**config.mk**
```make
export PLATFORM = sky130hd
export DESIGN_NAME = writeback_stage_ext
export DESIGN_NICKNAME = d
export VERILOG_FILES = /design/src/rtl/writeback_stage_ext.sv
export SDC_FILE = /design/constraint.sdc
export NUM_CORES = 1
export LEC_CHECK = 0
export CAP_MARGIN = 10
export CORE_MARGIN = 3
export CORE_UTILIZATION = 42
export CTS_BUF_LIST = sky130_fd_sc_hd__clkbuf_4 sky130_fd_sc_hd__clkbuf_8
export DETAILED_ROUTE_END_ITERATION = 10
export PLACE_DENSITY = 0.83
export SLEW_MARGIN = 20
export SYNTH_ARGS = -nofsm -noshare
export SYNTH_HDL_FRONTEND = slang
export SYNTH_SLANG_ARGS = --single-unit
```
**constraint.sdc**
```tcl
create_clock -name clk -period 3.89 [get_ports clk]
set_clock_uncertainty 0.05 [all_clocks]
set_input_delay 0.778 -clock clk [delete_from_list [all_inputs] [get_ports clk]]
set_output_delay 0.778 -clock clk [all_outputs]
set_load 0.02 [all_outputs]
```
**src/rtl/writeback_stage_ext.sv**
```systemverilog
// writeback_stage_ext
//   Write-back stage of the RV32I pipeline. Selects one of NSRC result sources,
//   aligns and extends load data, and holds the stage in WAIT when load data is
//   late. Output write port is registered.
// Ports
//   clk, rst                  clock / async active-high reset
//   in_valid, in_ready        MEM/WB handshake (in_ready = state is IDLE)
//   ResultSrcW, src_bus       result select and flattened sources
//   funct3W, ByteOffW         load type and byte offset
//   RegWriteW, RdW            write enable and destination from decode
//   mem_rvalid, mem_rdata     data-memory read return
//   ResultW, RdOutW,
//   RegWriteOutW              registered register-file write port
//   stall                     ~in_ready, to the hazard unit
//   wb_err                    1-cycle pulse on a retired erroneous entry
//   wait_cnt                  saturating count of cycles spent in WAIT
//
// state | meaning
// IDLE  | accepting entries; loads with data present retire immediately
// WAIT  | load captured, waiting for mem_rvalid; upstream holds
module writeback_stage_ext #(
   parameter int XLEN     = 32,
   parameter int NSRC     = 4,
   parameter int LOAD_IDX = 1,
   localparam int SELW    = $clog2(NSRC)
) (
   input  logic                 clk,
   input  logic                 rst,
   input  logic                 in_valid,
   output logic                 in_ready,
   input  logic [SELW-1:0]      ResultSrcW,
   input  logic [NSRC*XLEN-1:0] src_bus,
   input  logic [2:0]           funct3W,
   input  logic [1:0]           ByteOffW,
   input  logic                 RegWriteW,
   input  logic [4:0]           RdW,
   input  logic                 mem_rvalid,
   input  logic [XLEN-1:0]      mem_rdata,
   output logic [XLEN-1:0]      ResultW,
   output logic [4:0]           RdOutW,
   output logic                 RegWriteOutW,
   output logic                 stall,
   output logic                 wb_err,
   output logic [31:0]          wait_cnt
);

   typedef enum logic {S_IDLE = 1'b0, S_WAIT = 1'b1} state_t;

   localparam logic [SELW-1:0] LOAD_SEL = LOAD_IDX[SELW-1:0];
   localparam logic [SELW:0]   NSRC_W   = NSRC[SELW:0];

   state_t          state, state_nxt;
   logic [2:0]      cap_f3;
   logic [1:0]      cap_off;
   logic [4:0]      cap_rd;
   logic            cap_we;

   logic            is_wait, is_load, use_load, sel_err, load_err, err;
   logic            retire, capture;
   logic [2:0]      f3;
   logic [1:0]      off;
   logic [4:0]      rd_sel;
   logic            we_sel;
   logic [7:0]      byte_v;
   logic [15:0]     half_v;
   logic [XLEN-1:0] src_val, load_val, res_val;

   assign in_ready = (state == S_IDLE);
   assign stall    = ~in_ready;

   always_comb begin
      is_wait = (state == S_WAIT);
      // In WAIT the live inputs are not trusted; use the captured load context.
      f3      = is_wait ? cap_f3  : funct3W;
      off     = is_wait ? cap_off : ByteOffW;
      rd_sel  = is_wait ? cap_rd  : RdW;
      we_sel  = is_wait ? cap_we  : RegWriteW;
      is_load = (ResultSrcW == LOAD_SEL);
      sel_err = ({1'b0, ResultSrcW} >= NSRC_W);

      src_val = '0;
      for (int k = 0; k < NSRC; k++) begin
         if (ResultSrcW == k[SELW-1:0]) src_val = src_bus[k*XLEN +: XLEN];
      end

      byte_v   = mem_rdata[{off, 3'b000} +: 8];
      half_v   = off[1] ? mem_rdata[16 +: 16] : mem_rdata[0 +: 16];
      load_err = 1'b0;
      load_val = '0;
      case (f3)
         3'b000:  load_val = {{(XLEN-8){byte_v[7]}}, byte_v};
         3'b001:  begin load_val = {{(XLEN-16){half_v[15]}}, half_v}; load_err = off[0]; end
         3'b010:  begin load_val = mem_rdata; load_err = (off != 2'b00); end
         3'b100:  load_val = {{(XLEN-8){1'b0}}, byte_v};
         3'b101:  begin load_val = {{(XLEN-16){1'b0}}, half_v}; load_err = off[0]; end
         default: load_err = 1'b1;
      endcase

      use_load = is_wait | is_load;
      err      = use_load ? load_err : sel_err;
      res_val  = err ? '0 : (use_load ? load_val : src_val);

      state_nxt = state;
      retire    = 1'b0;
      capture   = 1'b0;
      case (state)
         S_IDLE: begin
            if (in_valid) begin
               if (!is_load || mem_rvalid) begin
                  retire = 1'b1;
               end else begin
                  capture   = 1'b1;
                  state_nxt = S_WAIT;
               end
            end
         end
         S_WAIT: begin
            if (mem_rvalid) begin
               retire    = 1'b1;
               state_nxt = S_IDLE;
            end
         end
         default: state_nxt = S_IDLE;
      endcase
   end

   always_ff @(posedge clk or posedge rst) begin
      if (rst) state <= S_IDLE;
      else     state <= state_nxt;
   end

   always_ff @(posedge clk or posedge rst) begin
      if (rst) begin
         cap_f3       <= '0;
         cap_off      <= '0;
         cap_rd       <= '0;
         cap_we       <= 1'b0;
         ResultW      <= '0;
         RdOutW       <= '0;
         RegWriteOutW <= 1'b0;
         wb_err       <= 1'b0;
         wait_cnt     <= '0;
      end else begin
         if (capture) begin
            cap_f3  <= funct3W;
            cap_off <= ByteOffW;
            cap_rd  <= RdW;
            cap_we  <= RegWriteW;
         end
         if (retire) begin
            ResultW      <= res_val;
            RdOutW       <= rd_sel;
            RegWriteOutW <= we_sel & (rd_sel != 5'd0) & ~err;
            wb_err       <= err;
         end else begin
            RegWriteOutW <= 1'b0;
            wb_err       <= 1'b0;
         end
         if (is_wait && (wait_cnt != 32'hFFFF_FFFF)) wait_cnt <= wait_cnt + 32'd1;
      end
   end

endmodule

```
; Yosys cells after proc, flatten, opt, wreduce, memory -nomap -nowiden
; Cells that the tools add are included.
[totals]
ram_bits = 0
register_bits = 83
out_inout_bits = 73
input_bits = 177
memories = 0
wordCells = 59
latch_bits = 0
romBits = 0
[classes]
multipliers = 0
muxes = 25
n_reduce_logical = 9
div_mod_pow = 0
n_shift = 1
n_lt_le_gt_ge = 0
n_addsub = 1
bitwise_logic = 5
n_eq_ne = 8
[ops]
columns = op, n
row1 = $mux 32, 6
row2 = $pmux 32 s5, 1
row3 = $add 32x1->32 const B, 1
row4 = $ne 32x32->1 const B, 1
row5 = $shiftx 32x6->8, 1
row6 = $mux 16, 1
row7 = $mux 1, 11
row8 = $eq 3x3->1 const B, 2
row9 = $mux 5, 1
row10 = $reduce_bool 5->1, 1
row11 = $eq 2x2->1 const B, 2
row12 = $pmux 1 s2, 2
row13 = $reduce_or 2->1, 2
row14 = $eq 3x1->1 const B, 1
row15 = $eq 3x2->1 const B, 1
row16 = $logic_not 3->1, 1
row17 = $mux 3, 1
row18 = $pmux 1 s3, 1
row19 = $and 1x1->1, 2
row20 = $eq 2x1->1 const B, 1
row21 = $logic_not 2->1, 1
row22 = $mux 2, 1
row23 = $not 1->1, 2
row24 = $reduce_bool 2->1, 1
row25 = other kinds (4), 4

; Logic depth before layout (Yosys ltp)
[logic_depth]
word_depth = 8
depth_mapped = 9
depth_no_buf = 5

; Worst setup path after synthesis
; OpenSTA, ideal clock, no wires.
[synth_path]
path_type = in2reg
from = in ByteOffW[0]
to = reg ResultW[10]
setup_ps = 126
path_buffers = 1
required_time_ps = 3714
path_slack_ps = 1527
stages = 6
arrival_time_ps = 2187
cell_sequence = mux2i_1 -> mux4_2 -> a31o_4 -> buf_6 -> a221oi_1 -> o21ai_1
[synth_between]
elab_chain_len = 5
word_cells_on_any_way = 8
classes_between = shift (1) / mux (6) / reduce/logical (1)
[synth_rtl]
columns = element, line_no
row1 = from (decl), 34  ; input logic [1:0] ByteOffW,
row2 = $mux 2 *, 75  ; off = is_wait ? cap_off : ByteOffW;
row3 = $shiftx 32x6->8 / $reduce_bool 2->1 (equally long branches), "86, 93"
row4 = $pmux 32 s5 / $pmux 1 s3 (equally long branches), 90  ; case (f3)
row5 = $mux 32 / $mux 1 (equally long branches), "101, 100"
row6 = $mux 32 *, 101  ; res_val = err ? '0 : (use_load ? load_val : src_val);
row7 = to (signal assigned), 151  ; ResultW <= res_val;
row8 = to (decl), 39  ; output logic [XLEN-1:0] ResultW,
; Every way passes the cells marked *; elsewhere a longest branch is shown, timed or not.
; A chain may end at the register's enable or synchronous reset.

; Worst setup path after layout
[layout_path]
from = reg state (netlist: stall)
to = out in_ready
[layout_between]
elab_chain_len = 1
[layout_rtl]
columns = element, line_no
row1 = from (decl), 52  ; state_t state, state_nxt;
row2 = from (signal assigned), 129  ; else state <= state_nxt;
row3 = $not 1->1, -
row4 = to (decl), 30  ; output logic in_ready,
; No other way between the ends.

==> impl_results.md <==
- Register area share after synthesis: 0.406
- Clock Tree Root: clkbuf_8
- Die Y: 116 um
- Leak: 3.07 nW
- Setup bufs post-CTS: 0
- Met1 Track Usage GR: 0.299
- Crit path max fanout: 41
- Clock Power Share: 0.248
- Cell row count: 39
- EDFF count, synth: 0
- DRC: 0
- Gr ovfl total: 0
- Worst setup EP type: output port
- CTS tree: built
- Layout cells sized above 1: 0.0812
- Global-route wire length before repair: 27.1 mm
- Net Sw Frac: 0.332
- Sinks on the clock net: 83
- Post-DP HPWL: 13.8 mm
- Multi-input logic area: 2830 sq um
- Fin Setup TNS: 0 ns
- CP max stage cell: dfrtp_2
- WP data required: 3.06 ns
- Critical path class: reg2out
- Worst-Margin Slew: 0.935 ns
- Final Hold Vio Count: 0
- RSZ-0062 raised after global routing: no
- Peak VDD IR: 0.295 mV
- Fraction of registers with async set/reset: 1.00
- Syn avg cell area: 9.19 sq um
- Outcome: finished, final reports clean
- CTS clk-pin slew, worst paths: 0.09 ns
- Vias in the first global route: 5196
- CTS-repair resized insts: 0
- Final worst setup slack: 0.666 ns
- Mapped Nets: 735
- Relative slew slack: 0.377
- Starting Density: 0.439
- Drt pass-1 iters: 5
- Ys flop type: dfrtp_1
- M2 GR Usage: 0.453
- ANT cells: 0
- Place WS: 0.572 ns
- Sequential share of power: 0.417
- Synth Warn #: 0
- Synth-to-layout area growth: 47.8%
- Highest clock rate: 310 MHz
- CTS Buf Count: 9
- Final Max Slew Viols: 0
- Core ar.: 11700 sq um
- DR vias/cell: 5.76
- Placed Area: 7360 sq um
- # fillers: 939
- # nets final: 937
- IO Port Bufs: 217
- Largest net degree at the start of global routing: 54
- Most Crowded Layer GR: met2
- P per Cell Area: 344 nW/um^2
- HP Class: reg2reg
- Die Area: 13500 sq um
- Mapped Area: 5120 sq um
- First-iteration detailed-routing DRC count: 365
- Internal: 1.74 mW
- Setup violations, final: 0
- CP arrival: 2.40 ns
- Instance count of the mapped netlist: 557
- Hold Buf Count CTS: 0
- Gpl congestion: 0.896
- Crit-path cells: clkinv_1, clkdlybuf4s50_1
- Final min period: 3.22 ns
- Fin crit share: 0.829
- Gr usage total: 0.257
- Max clock buf depth: 2
- Yosys reg bits: 83
- Routed len/inst: 19.6 um
- H-tree levels: 3
- Max incr delay on CP: 0.89 ns
- FF/Latch Area: 2080 sq um
- Final wirelength: 17.8 mm
- Routed vias: 5227
- Post-route ant nets: 0
- Psw: 0.864 mW
- Max Cap Violations: 0
- Initial antenna violation count: 0
- Latest clock arrival within the worst-skew pair: 0.35 ns
- Synth cell types: 54
- Logic gate share of total power: 0.335
- Grt met3 use: 0.0731
- I/O Pins: 250
- Die width: 116 um
- Fin area: 7560 sq um
- Crit start category: register
==> critical path, delay by kind of cell (launching register included) <==
family	cells	cell delay [ns]
flops	1	0.89
buf+inv	2	1.14
==> routing by layer <==
metal  share of wire  up-vias
li1                -     2434
met1            0.37     2498
met3            0.10       28
met5               0        -
met4           0.024        0
met2            0.50      267
==> flip-flops by register name (all words and copies together), names as in the netlist <==
signal and cells:
RdOutW 5, RegWriteOutW 1, ResultW 32, cap_f3 3, cap_off 2, cap_rd 5
cap_we 1, stall 1, wait_cnt 32, wb_err 1
==> kinds of logic (layout without fill, tap and decap cells) <==
kind of cell / Yosys count / count (layout) / share of synthesized area
buffers and inverters: 44 / 251 / 0.0428
flip-flops: 83 / 83 / 0.406
AO/OA/AOI/OAI: 156 / 156 / 0.196
XOR/XNOR: 30 / 30 / 0.0514
multiplexers: 64 / 64 / 0.135
AND/OR/NAND/NOR: 179 / 179 / 0.166
adder cells (fa/ha/maj): 1 / 1 / 0.00245
==> cells in the mapped netlist (all sizes together), types with 5 or more instances <==
master   n  share of area
and3     9          0.011
dfrtp   83           0.41
o21ai   63          0.062
mux2i   44          0.089
xor2    12          0.021
nor2    47          0.034
nand2   57          0.042
nand2b   5         0.0061
xnor2   18          0.031
a21oi   31          0.030
nor3    16          0.018
inv      9         0.0066
nand4    6         0.0073
a221oi  17          0.030
or3      6         0.0073
o211ai   8          0.012
mux2    19          0.042
nand3   15          0.015
clkbuf  16          0.012
buf     18          0.023
a22oi    5         0.0073
a211oi  17          0.026
==> area by class of cell <==
class	instances	share of cell area
repair buffers	225	0.295
flip-flops and latches	83	0.275
inverters	10	0.00513
clock inverters	6	0.00943
clock buffers	10	0.0174
well taps	143	0.0237
multi-input cells	430	0.375
==> power groups by stage <==
| stage | sequential, mW | clock (mW) | combinational, mW |
|---|---|---|---|
| after detailed placement | 1.10 | 0 | 0.871 |
| final | 1.09 | 0.645 | 0.871 |
| after floorplan | 1.19 | 0 | 0.318 |
| after global routing | 1.10 | 0.698 | 0.933 |
| after global placement | 1.09 | 0 | 0.851 |
| after CTS | 1.08 | 0.659 | 0.875 |
==> placed cells by master, fill, tap and decap left out, types with 2 or more instances in the layout <==
cell type / synthesis / routed
o211ai_1: 8 / 8
xor2_1: 12 / 12
nor2_1: 47 / 47
or3_1: 6 / 6
clkdlybuf4s50_1: 0 / 216
mux2i_1: 43 / 43
o22ai_1: 4 / 3
nand4_1: 6 / 6
nand2_1: 57 / 57
nor3_2: 2 / 2
nand2b_1: 5 / 5
xnor2_1: 18 / 18
and2_1: 2 / 2
nor2b_1: 2 / 2
clkbuf_8: 0 / 9
nand3_1: 15 / 15
a21oi_1: 31 / 31
o21ai_0: 42 / 42
inv_1: 9 / 8
clkinvlp_4: 0 / 2
a211oi_1: 16 / 16
nor3_1: 14 / 14
mux2_2: 19 / 19
buf_4: 2 / 8
dfrtp_1: 83 / 82
or4_1: 3 / 3
o21ai_1: 21 / 21
nor3b_1: 3 / 3
or2_2: 3 / 3
a22oi_1: 5 / 5
a221oi_1: 16 / 16
a31oi_1: 2 / 2
and3_1: 9 / 9
inv_6: 0 / 3
==> worst paths after layout <==
check / from / slack, ns / to / cells past startpoint
setup / recovery: stall$_DFF_PP0_ / 0.67 / in_ready / 2
hold / removal: RdOutW[4]$_DFFE_PP0P_ / 0.44 / RdOutW[4]$_DFFE_PP0P_ / 2
setup reg to reg: stall$_DFF_PP0_ / 0.98 / ResultW[0]$_DFFE_PP0P_ / 7
hold reg to reg: RdOutW[4]$_DFFE_PP0P_ / 0.44 / RdOutW[4]$_DFFE_PP0P_ / 2
max in group asynchronous: rst / 2.18 / wait_cnt[31]$_DFFE_PP0P_ / 3
min in group asynchronous: rst / 0.86 / RdOutW[1]$_DFFE_PP0P_ / 2
==> metrics by stage <==
step	hold slack, ns	std cells	power (mW)	utilization
after floorplan	0.430	557	1.51	-
after global placement	0.416	891	1.95	0.631
after detailed placement	0.424	891	1.97	0.631
after CTS	0.444	907	2.62	0.648
after global routing	0.465	907	2.73	0.648
final	0.443	907	2.60	0.648
Note: power is estimated with default switching activity, not from simulation.
